==> config.mk <==
export PLATFORM = sky130hd
export DESIGN_NAME = voice_allocator
export DESIGN_NICKNAME = d
export VERILOG_FILES = /design/src/rtl/voice_allocator.sv
export SDC_FILE = /design/constraint.sdc
export NUM_CORES = 1
export LEC_CHECK = 0
export ABC_CLOCK_PERIOD_IN_PS = 10500
export BUFFER_PORTS_ARGS = -buffer_cell sky130_fd_sc_hd__buf_2
export CORE_AREA = 2 2 135 137
export DETAILED_ROUTE_END_ITERATION = 10
export DIE_AREA = 0 0 137 139
export PLACE_DENSITY_LB_ADDON = 0.12
export RECOVER_POWER = 50
export SLEW_MARGIN = 40
export SYNTH_ARGS = -nofsm -noshare
export SYNTH_HDL_FRONTEND = slang
export SYNTH_SLANG_ARGS = --single-unit
==> constraint.sdc <==
create_clock -name Clock -period 10.5 [get_ports Clock]
set_input_delay 2.1 -clock Clock [delete_from_list [all_inputs] [get_ports Clock]]
set_output_delay 2.1 -clock Clock [all_outputs]
set_load 0.005 [all_outputs]
==> src/rtl/voice_allocator.sv <==
// -----------------------------------------------------------------------------
// voice_allocator
//
// Assigns note-on/off events to a bank of ADSR envelope voices and drives each
// voice's Gate and note number. Events arrive over a valid/ready handshake and
// are processed one at a time by a small IDLE -> EVAL -> (RETRIG) -> IDLE FSM.
//
// Voice classes as seen in EVAL:
//   GATED     : Gate = 1
//   RELEASING : Gate = 0, Running = 1
//   FREE      : Gate = 0, Running = 0
//
// Note-on priority: same-note retrigger, then lowest free voice, then oldest
// releasing voice, then steal the oldest gated voice. A retrigger or steal holds
// the voice's Gate low for RETRIG_CYCLES cycles so the envelope sees a fresh
// rising edge.
//
// Ports:
//   Clock         in   system clock, rising edge
//   Reset         in   synchronous, active-low reset
//   NoteValid     in   event present
//   NoteOn        in   1 = note-on, 0 = note-off
//   Note          in   note number of the event
//   NoteReady     out  event can be accepted this cycle (FSM idle)
//   VoiceRunning  in   per-voice Running flag from the envelopes
//   VoiceGate     out  per-voice Gate
//   VoiceNote     out  per-voice note number, voice i at [i*NOTE_W +: NOTE_W]
//   StealPulse    out  one-cycle pulse when a gated voice was stolen
//   BUSY          out  FSM not idle
// -----------------------------------------------------------------------------
module voice_allocator #(
    parameter int NUM_VOICES    = 4,
    parameter int NOTE_W        = 7,
    parameter int RETRIG_CYCLES = 2,
    parameter int STAMP_W       = 8
) (
    input  logic                         Clock,
    input  logic                         Reset,
    input  logic                         NoteValid,
    input  logic                         NoteOn,
    input  logic [NOTE_W-1:0]            Note,
    output logic                         NoteReady,
    input  logic [NUM_VOICES-1:0]        VoiceRunning,
    output logic [NUM_VOICES-1:0]        VoiceGate,
    output logic [NUM_VOICES*NOTE_W-1:0] VoiceNote,
    output logic                         StealPulse,
    output logic                         BUSY
);

    localparam int VI_W  = (NUM_VOICES > 1) ? $clog2(NUM_VOICES) : 1;
    localparam int CNT_W = (RETRIG_CYCLES > 1) ? $clog2(RETRIG_CYCLES) : 1;
    localparam logic [CNT_W-1:0] RT_LAST = CNT_W'(RETRIG_CYCLES - 1);

    localparam logic [1:0] ST_IDLE   = 2'd0;
    localparam logic [1:0] ST_EVAL   = 2'd1;
    localparam logic [1:0] ST_RETRIG = 2'd2;

    // State
    logic [1:0]            state_q,     state_d;
    logic [NOTE_W-1:0]     ev_note_q,   ev_note_d;
    logic                  ev_on_q,     ev_on_d;
    logic [NUM_VOICES-1:0] gate_q,      gate_d;
    logic [NOTE_W-1:0]     note_q       [NUM_VOICES];
    logic [NOTE_W-1:0]     note_d       [NUM_VOICES];
    logic [STAMP_W-1:0]    stamp_q      [NUM_VOICES];
    logic [STAMP_W-1:0]    stamp_d      [NUM_VOICES];
    logic [STAMP_W-1:0]    stamp_cnt_q, stamp_cnt_d;
    logic                  steal_q,     steal_d;
    logic [VI_W-1:0]       rt_voice_q,  rt_voice_d;
    logic [CNT_W-1:0]      rt_cnt_q,    rt_cnt_d;

    // Candidate search results
    logic                  on_hit,   off_hit,  free_hit, rel_hit,  gat_hit;
    logic [VI_W-1:0]       on_idx,   off_idx,  free_idx, rel_idx,  gat_idx;
    logic [STAMP_W-1:0]    rel_age,  gat_age,  age;

    // Allocation decision temporaries
    logic [VI_W-1:0]       tgt;
    logic                  assign_en;
    logic                  retrig;

    // -------------------------------------------------------------------------
    // Candidate search. All scans run lowest index first; a later voice only
    // replaces an earlier one on a strictly larger age, so ties go to the lower
    // index. Age is modular so a wrapped StampCnt still orders correctly.
    // -------------------------------------------------------------------------
    always_comb begin
        on_hit   = 1'b0;  on_idx   = '0;
        off_hit  = 1'b0;  off_idx  = '0;
        free_hit = 1'b0;  free_idx = '0;
        rel_hit  = 1'b0;  rel_idx  = '0;  rel_age = '0;
        gat_hit  = 1'b0;  gat_idx  = '0;  gat_age = '0;
        age      = '0;
        for (int i = 0; i < NUM_VOICES; i++) begin
            age = stamp_cnt_q - stamp_q[i];
            if (!on_hit && (note_q[i] == ev_note_q) && (gate_q[i] || VoiceRunning[i])) begin
                on_hit = 1'b1;
                on_idx = VI_W'(i);
            end
            if (!off_hit && gate_q[i] && (note_q[i] == ev_note_q)) begin
                off_hit = 1'b1;
                off_idx = VI_W'(i);
            end
            if (!free_hit && !gate_q[i] && !VoiceRunning[i]) begin
                free_hit = 1'b1;
                free_idx = VI_W'(i);
            end
            if (!gate_q[i] && VoiceRunning[i] && (!rel_hit || (age > rel_age))) begin
                rel_hit = 1'b1;
                rel_idx = VI_W'(i);
                rel_age = age;
            end
            if (gate_q[i] && (!gat_hit || (age > gat_age))) begin
                gat_hit = 1'b1;
                gat_idx = VI_W'(i);
                gat_age = age;
            end
        end
    end

    // -------------------------------------------------------------------------
    // Next-state logic
    // -------------------------------------------------------------------------
    always_comb begin
        state_d     = state_q;
        ev_note_d   = ev_note_q;
        ev_on_d     = ev_on_q;
        gate_d      = gate_q;
        note_d      = note_q;
        stamp_d     = stamp_q;
        stamp_cnt_d = stamp_cnt_q;
        steal_d     = 1'b0;
        rt_voice_d  = rt_voice_q;
        rt_cnt_d    = rt_cnt_q;
        tgt         = '0;
        assign_en   = 1'b0;
        retrig      = 1'b0;

        case (state_q)
            ST_IDLE: begin
                if (NoteValid) begin
                    ev_note_d = Note;
                    ev_on_d   = NoteOn;
                    state_d   = ST_EVAL;
                end
            end

            ST_EVAL: begin
                state_d = ST_IDLE;
                if (!ev_on_q) begin
                    // Unmatched note-off is silently dropped.
                    if (off_hit) begin
                        gate_d[off_idx] = 1'b0;
                    end
                end else begin
                    if (on_hit) begin
                        tgt       = on_idx;
                        assign_en = 1'b1;
                        retrig    = 1'b1;
                    end else if (free_hit) begin
                        tgt       = free_idx;
                        assign_en = 1'b1;
                    end else if (rel_hit) begin
                        tgt       = rel_idx;
                        assign_en = 1'b1;
                    end else if (gat_hit) begin
                        tgt       = gat_idx;
                        assign_en = 1'b1;
                        retrig    = 1'b1;
                        steal_d   = 1'b1;
                    end

                    if (assign_en) begin
                        note_d[tgt]  = ev_note_q;
                        stamp_d[tgt] = stamp_cnt_q;
                        stamp_cnt_d  = stamp_cnt_q + 1'b1;
                        if (retrig) begin
                            // Drop Gate now; RETRIG raises it again so the
                            // envelope sees a clean rising edge.
                            gate_d[tgt] = 1'b0;
                            rt_voice_d  = tgt;
                            rt_cnt_d    = '0;
                            state_d     = ST_RETRIG;
                        end else begin
                            gate_d[tgt] = 1'b1;
                        end
                    end
                end
            end

            ST_RETRIG: begin
                if (rt_cnt_q == RT_LAST) begin
                    gate_d[rt_voice_q] = 1'b1;
                    state_d            = ST_IDLE;
                end else begin
                    rt_cnt_d = rt_cnt_q + 1'b1;
                end
            end

            default: begin
                state_d = ST_IDLE;
            end
        endcase
    end

    // -------------------------------------------------------------------------
    // Registers
    // -------------------------------------------------------------------------
    always_ff @(posedge Clock) begin
        if (!Reset) begin
            state_q     <= ST_IDLE;
            ev_note_q   <= '0;
            ev_on_q     <= 1'b0;
            gate_q      <= '0;
            stamp_cnt_q <= '0;
            steal_q     <= 1'b0;
            rt_voice_q  <= '0;
            rt_cnt_q    <= '0;
            for (int i = 0; i < NUM_VOICES; i++) begin
                note_q[i]  <= '0;
                stamp_q[i] <= '0;
            end
        end else begin
            state_q     <= state_d;
            ev_note_q   <= ev_note_d;
            ev_on_q     <= ev_on_d;
            gate_q      <= gate_d;
            stamp_cnt_q <= stamp_cnt_d;
            steal_q     <= steal_d;
            rt_voice_q  <= rt_voice_d;
            rt_cnt_q    <= rt_cnt_d;
            note_q      <= note_d;
            stamp_q     <= stamp_d;
        end
    end

    // -------------------------------------------------------------------------
    // Outputs
    // -------------------------------------------------------------------------
    always_comb begin
        VoiceNote = '0;
        for (int i = 0; i < NUM_VOICES; i++) begin
            VoiceNote[i*NOTE_W +: NOTE_W] = note_q[i];
        end
    end

    assign VoiceGate  = gate_q;
    assign StealPulse = steal_q;
    assign NoteReady  = (state_q == ST_IDLE);
    assign BUSY       = (state_q != ST_IDLE);

endmodule

==> results.json <==
{
  "status": "complete, but fails checks",
  "violations": "capacitance limit, slew limit",
  "grt_max_degree": 102,
  "h-tree-depth": 3,
  "synth_fp_nets": 930,
  "met1_usage": 0.301,
  "clock.fmax_ghz": 0.110,
  "period_minus_slack_ns": 9.12,
  "floorplan.initialDensity": 0.391,
  "placementRows": 49,
  "yosys.cell_count.top_type": "dfxtp_1",
  "regArea_um2": 1720,
  "synth-edff-count": 0,
  "min_period_over_period": 0.869,
  "synthArstFlopShare": 0,
  "r2r_slack_ns": 1.67,
  "critical-path-max-stage-delay_ns": 1.03,
  "syn_to_final_growth_pct": 9.78,
  "crit_top_cell": "ha_1",
  "routed_wl_um": 19000,
  "gr-usage-met3": 0.0322,
  "yosysTopAreaCell": "dfxtp_1",
  "required_ns": 10.73,
  "vdd_ir_drop_max_mv": 0.0755,
  "portBuffers": 49,
  "busiest_layer": "met2",
  "clock_latency_ns": 0.35,
  "clock_path_buffers": 2,
  "finalNetCount": 960,
  "tightest_slew_ns": 3.76,
  "slowest_stage": "a221oi_1",
  "core_um2": 17700,
  "yosysWarnings": 0,
  "hp-class": "reg2reg",
  "synth_area_leaders": "dfxtp_1, ha_1, mux2i_1, xnor2_1, nor2b_1",
  "drt_pass1_iterations": 5,
  "drive_gt1_frac": 0.0886,
  "drc": 0,
  "antenna_left": 0,
  "yosysSeqAreaShare": 0.249,
  "intPower_w": 0.000537,
  "slew_viol_final": 102,
  "dp_hpwl_um": 14800,
  "numCtsBuffers": 9,
  "hold_viol_final": 0,
  "min_from": "stamp_q[3]",
  "fin_tns_setup_ns": 0,
  "dp_cells": 1082,
  "netSwitchingPower_w": 0.000225,
  "fillCellCount": 1829,
  "synth.distinct_cells": 68,
  "via_per_inst": 5.35,
  "relSlewSlack": -1.50,
  "swShare": 0.295,
  "hold_depth": 2,
  "antenna_found_initial": 0,
  "clock-sinks": 86,
  "cp.buffers_inverters": 4,
  "synth_top_area_share": 0.249,
  "gp_congestion": 0.871,
  "grt_overflow": 0,
  "cp_top_family": "compound AO/OA/AOI/OAI gates",
  "grt_pass1_wl_um": 30500,
  "cts_root_buffer": "clkbuf_16",
  "cp.arrival_ns": 9.35,
  "r2r_start": "stamp_cnt_q[0]",
  "r2r_cells": 36,
  "worstSetupEndpointType": "flop",
  "ios": 50,
  "netlist_area_um2": 6910,
  "ys_ff_latch": 86,
  "netlist_top_cells_count": "dfxtp_1, nand2_1, ha_1",
  "post_cts_resized": 0,
  "synth_flop_cell": "dfxtp_1",
  "reg2reg_to": "stamp_q[14]",
  "power_density_nw_per_um2": 100,
  "hold_ws_ns": 0.478,
  "post_cts.repair.setup_buffers": 0,
  "grt_pass1_vias": 5626,
  "critPathKind": "in2reg",
  "die_area_um2": 19000,
  "p_clk_frac": 0.421,
  "rsz0062_at_grt": "no",
  "hold_end": "stamp_q[3]",
  "pwr-share-comb": 0.133,
  "grt_util_met2": 0.301,
  "routedWlPerCell_um": 17.3,
  "die_h_um": 139,
  "layoutNonFillerInstCount": 1099,
  "multi_input_area_um2": 4760,
  "synthCells": 834,
  "cp_max_fo": 17,
  "ctsHoldBuffers": 0,
  "dr.first_iter.drc_count": 335,
  "cts_tree": "yes",
  "grt_usage": 0.205,
  "vias": 5877,
  "cts.reportedPaths.clkPinSlew_ns": 0.07,
  "worst_clock_skew_ns": 0.0131,
  "startpoint_type": "input pin",
  "setup_viol": 0,
  "cap_violations": 1,
  "power.leakage_nw": 2.97,
  "die_x_um": 137,
  "synth.avg_cell_area_um2": 8.28,
  "seqPwrFrac": 0.446
}
[final cells by class]
type | count | share of cell area
well taps | 229 | 0.0378
clock inverters | 7 | 0.00941
flip-flops and latches | 86 | 0.227
multi-input cells | 650 | 0.627
repair buffers | 61 | 0.0408
clock buffers | 9 | 0.0297
diodes | 1 | 0.000330
inverters | 56 | 0.0277
[power groups by stage]
stage          clock, W  sequential (W)  combinational (W)
2_1_floorplan         0        0.000338          0.0000832
3_3_place_gp          0        0.000347           0.000101
3_5_place_dp          0        0.000347           0.000102
4_1_cts        0.000332        0.000340           0.000103
5_1_grt        0.000348        0.000340           0.000110
6_report       0.000321        0.000340           0.000101
[metrics by stage]
step / total power, W / utilization / setup slack (ns) / area, µm²
floorplan: 0.000421 / - / 2.35 / 6910
global placement: 0.000448 / 0.414 / 1.26 / 7310
detailed placement: 0.000450 / 0.416 / 1.37 / 7340
CTS: 0.000774 / 0.432 / 1.72 / 7640
global route: 0.000798 / 0.429 / 0.818 / 7580
finish: 0.000762 / 0.429 / 1.38 / 7580
[kinds of logic (layout without fill, tap and decap cells)]
logic type               count (synthesis)  in the layout  synth area share
XOR/XNOR                                61             61            0.0774
multiplexers                            55             55            0.0803
other                                    0              1                 0
AND/OR/NAND/NOR                        283            283             0.211
adder cells (fa/ha/maj)                 81             81             0.151
flip-flops                              86             86             0.249
AO/OA/AOI/OAI                          170            170             0.170
buffers and inverters                   98            133            0.0603
[worst max path at each step]
stage	from	depth (start not counted)	end	slack [ns]
final	VoiceRunning[0]	30	stamp_q[14]	1.38
after global routing	VoiceRunning[0]	30	stamp_q[11]	0.82
after CTS	VoiceRunning[0]	28	stamp_q[20]	1.72
after floorplan	VoiceRunning[0]	30	stamp_q[17]	2.35
after global placement	VoiceRunning[0]	28	VoiceNote[12]	1.26
after detailed placement	VoiceRunning[0]	28	stamp_q[20]	1.37
[flip-flops by register name, indices dropped and copies added, names as in the netlist, named ones only]
signal	count
ev_on_q	1
ev_note_q	7
stamp_q	32
VoiceNote	28
state_q	2
rt_voice_q	2
stamp_cnt_q	8
StealPulse	1
rt_cnt_q	1
[worst reg2reg max path, delay by kind of cell, from the launching register on]
| family | cells | cell delay [ns] |
|---|---|---|
| AOI/OAI and AO/OA | 16 | 4.32 |
| DFF | 1 | 0.39 |
| and+or+nand+nor | 8 | 0.95 |
| muxes | 1 | 0.16 |
| adders and majority gates | 5 | 1.45 |
| buffers and inverters | 5 | 1.06 |
| xor gates and xnor gates | 1 | 0.39 |
[cell usage in the layout, fill, tap and decap left out, types with 4 or more instances in the layout]
| cell | n |
|---|---|
| nand4_1 | 18 |
| a31oi_1 | 9 |
| nor2_1 | 47 |
| ha_1 | 77 |
| clkbuf_16 | 9 |
| and2_1 | 9 |
| buf_2 | 31 |
| buf_4 | 9 |
| a21boi_0 | 14 |
| nor2b_1 | 61 |
| nand2_1 | 79 |
| dfxtp_1 | 86 |
| o21a_1 | 6 |
| a21o_1 | 16 |
| inv_1 | 56 |
| o21ai_0 | 45 |
| a211o_1 | 5 |
| xor2_1 | 13 |
| xnor2_1 | 48 |
| nand3_1 | 26 |
| nand2b_1 | 8 |
| mux2i_1 | 52 |
| o21bai_1 | 5 |
| o211ai_1 | 8 |
| clkbuf_1 | 20 |
| inv_8 | 4 |
| a21oi_1 | 31 |
| fa_1 | 4 |
| nor3_1 | 11 |
[per-layer routing]
layer | part of all wire | up-vias
li1 | - | 2976
met1 | 0.51 | 2742
met2 | 0.42 | 125
met3 | 0.037 | 34
met4 | 0.025 | 0
met5 | 0 | -
Note: power is estimated with default switching activity, not from simulation.
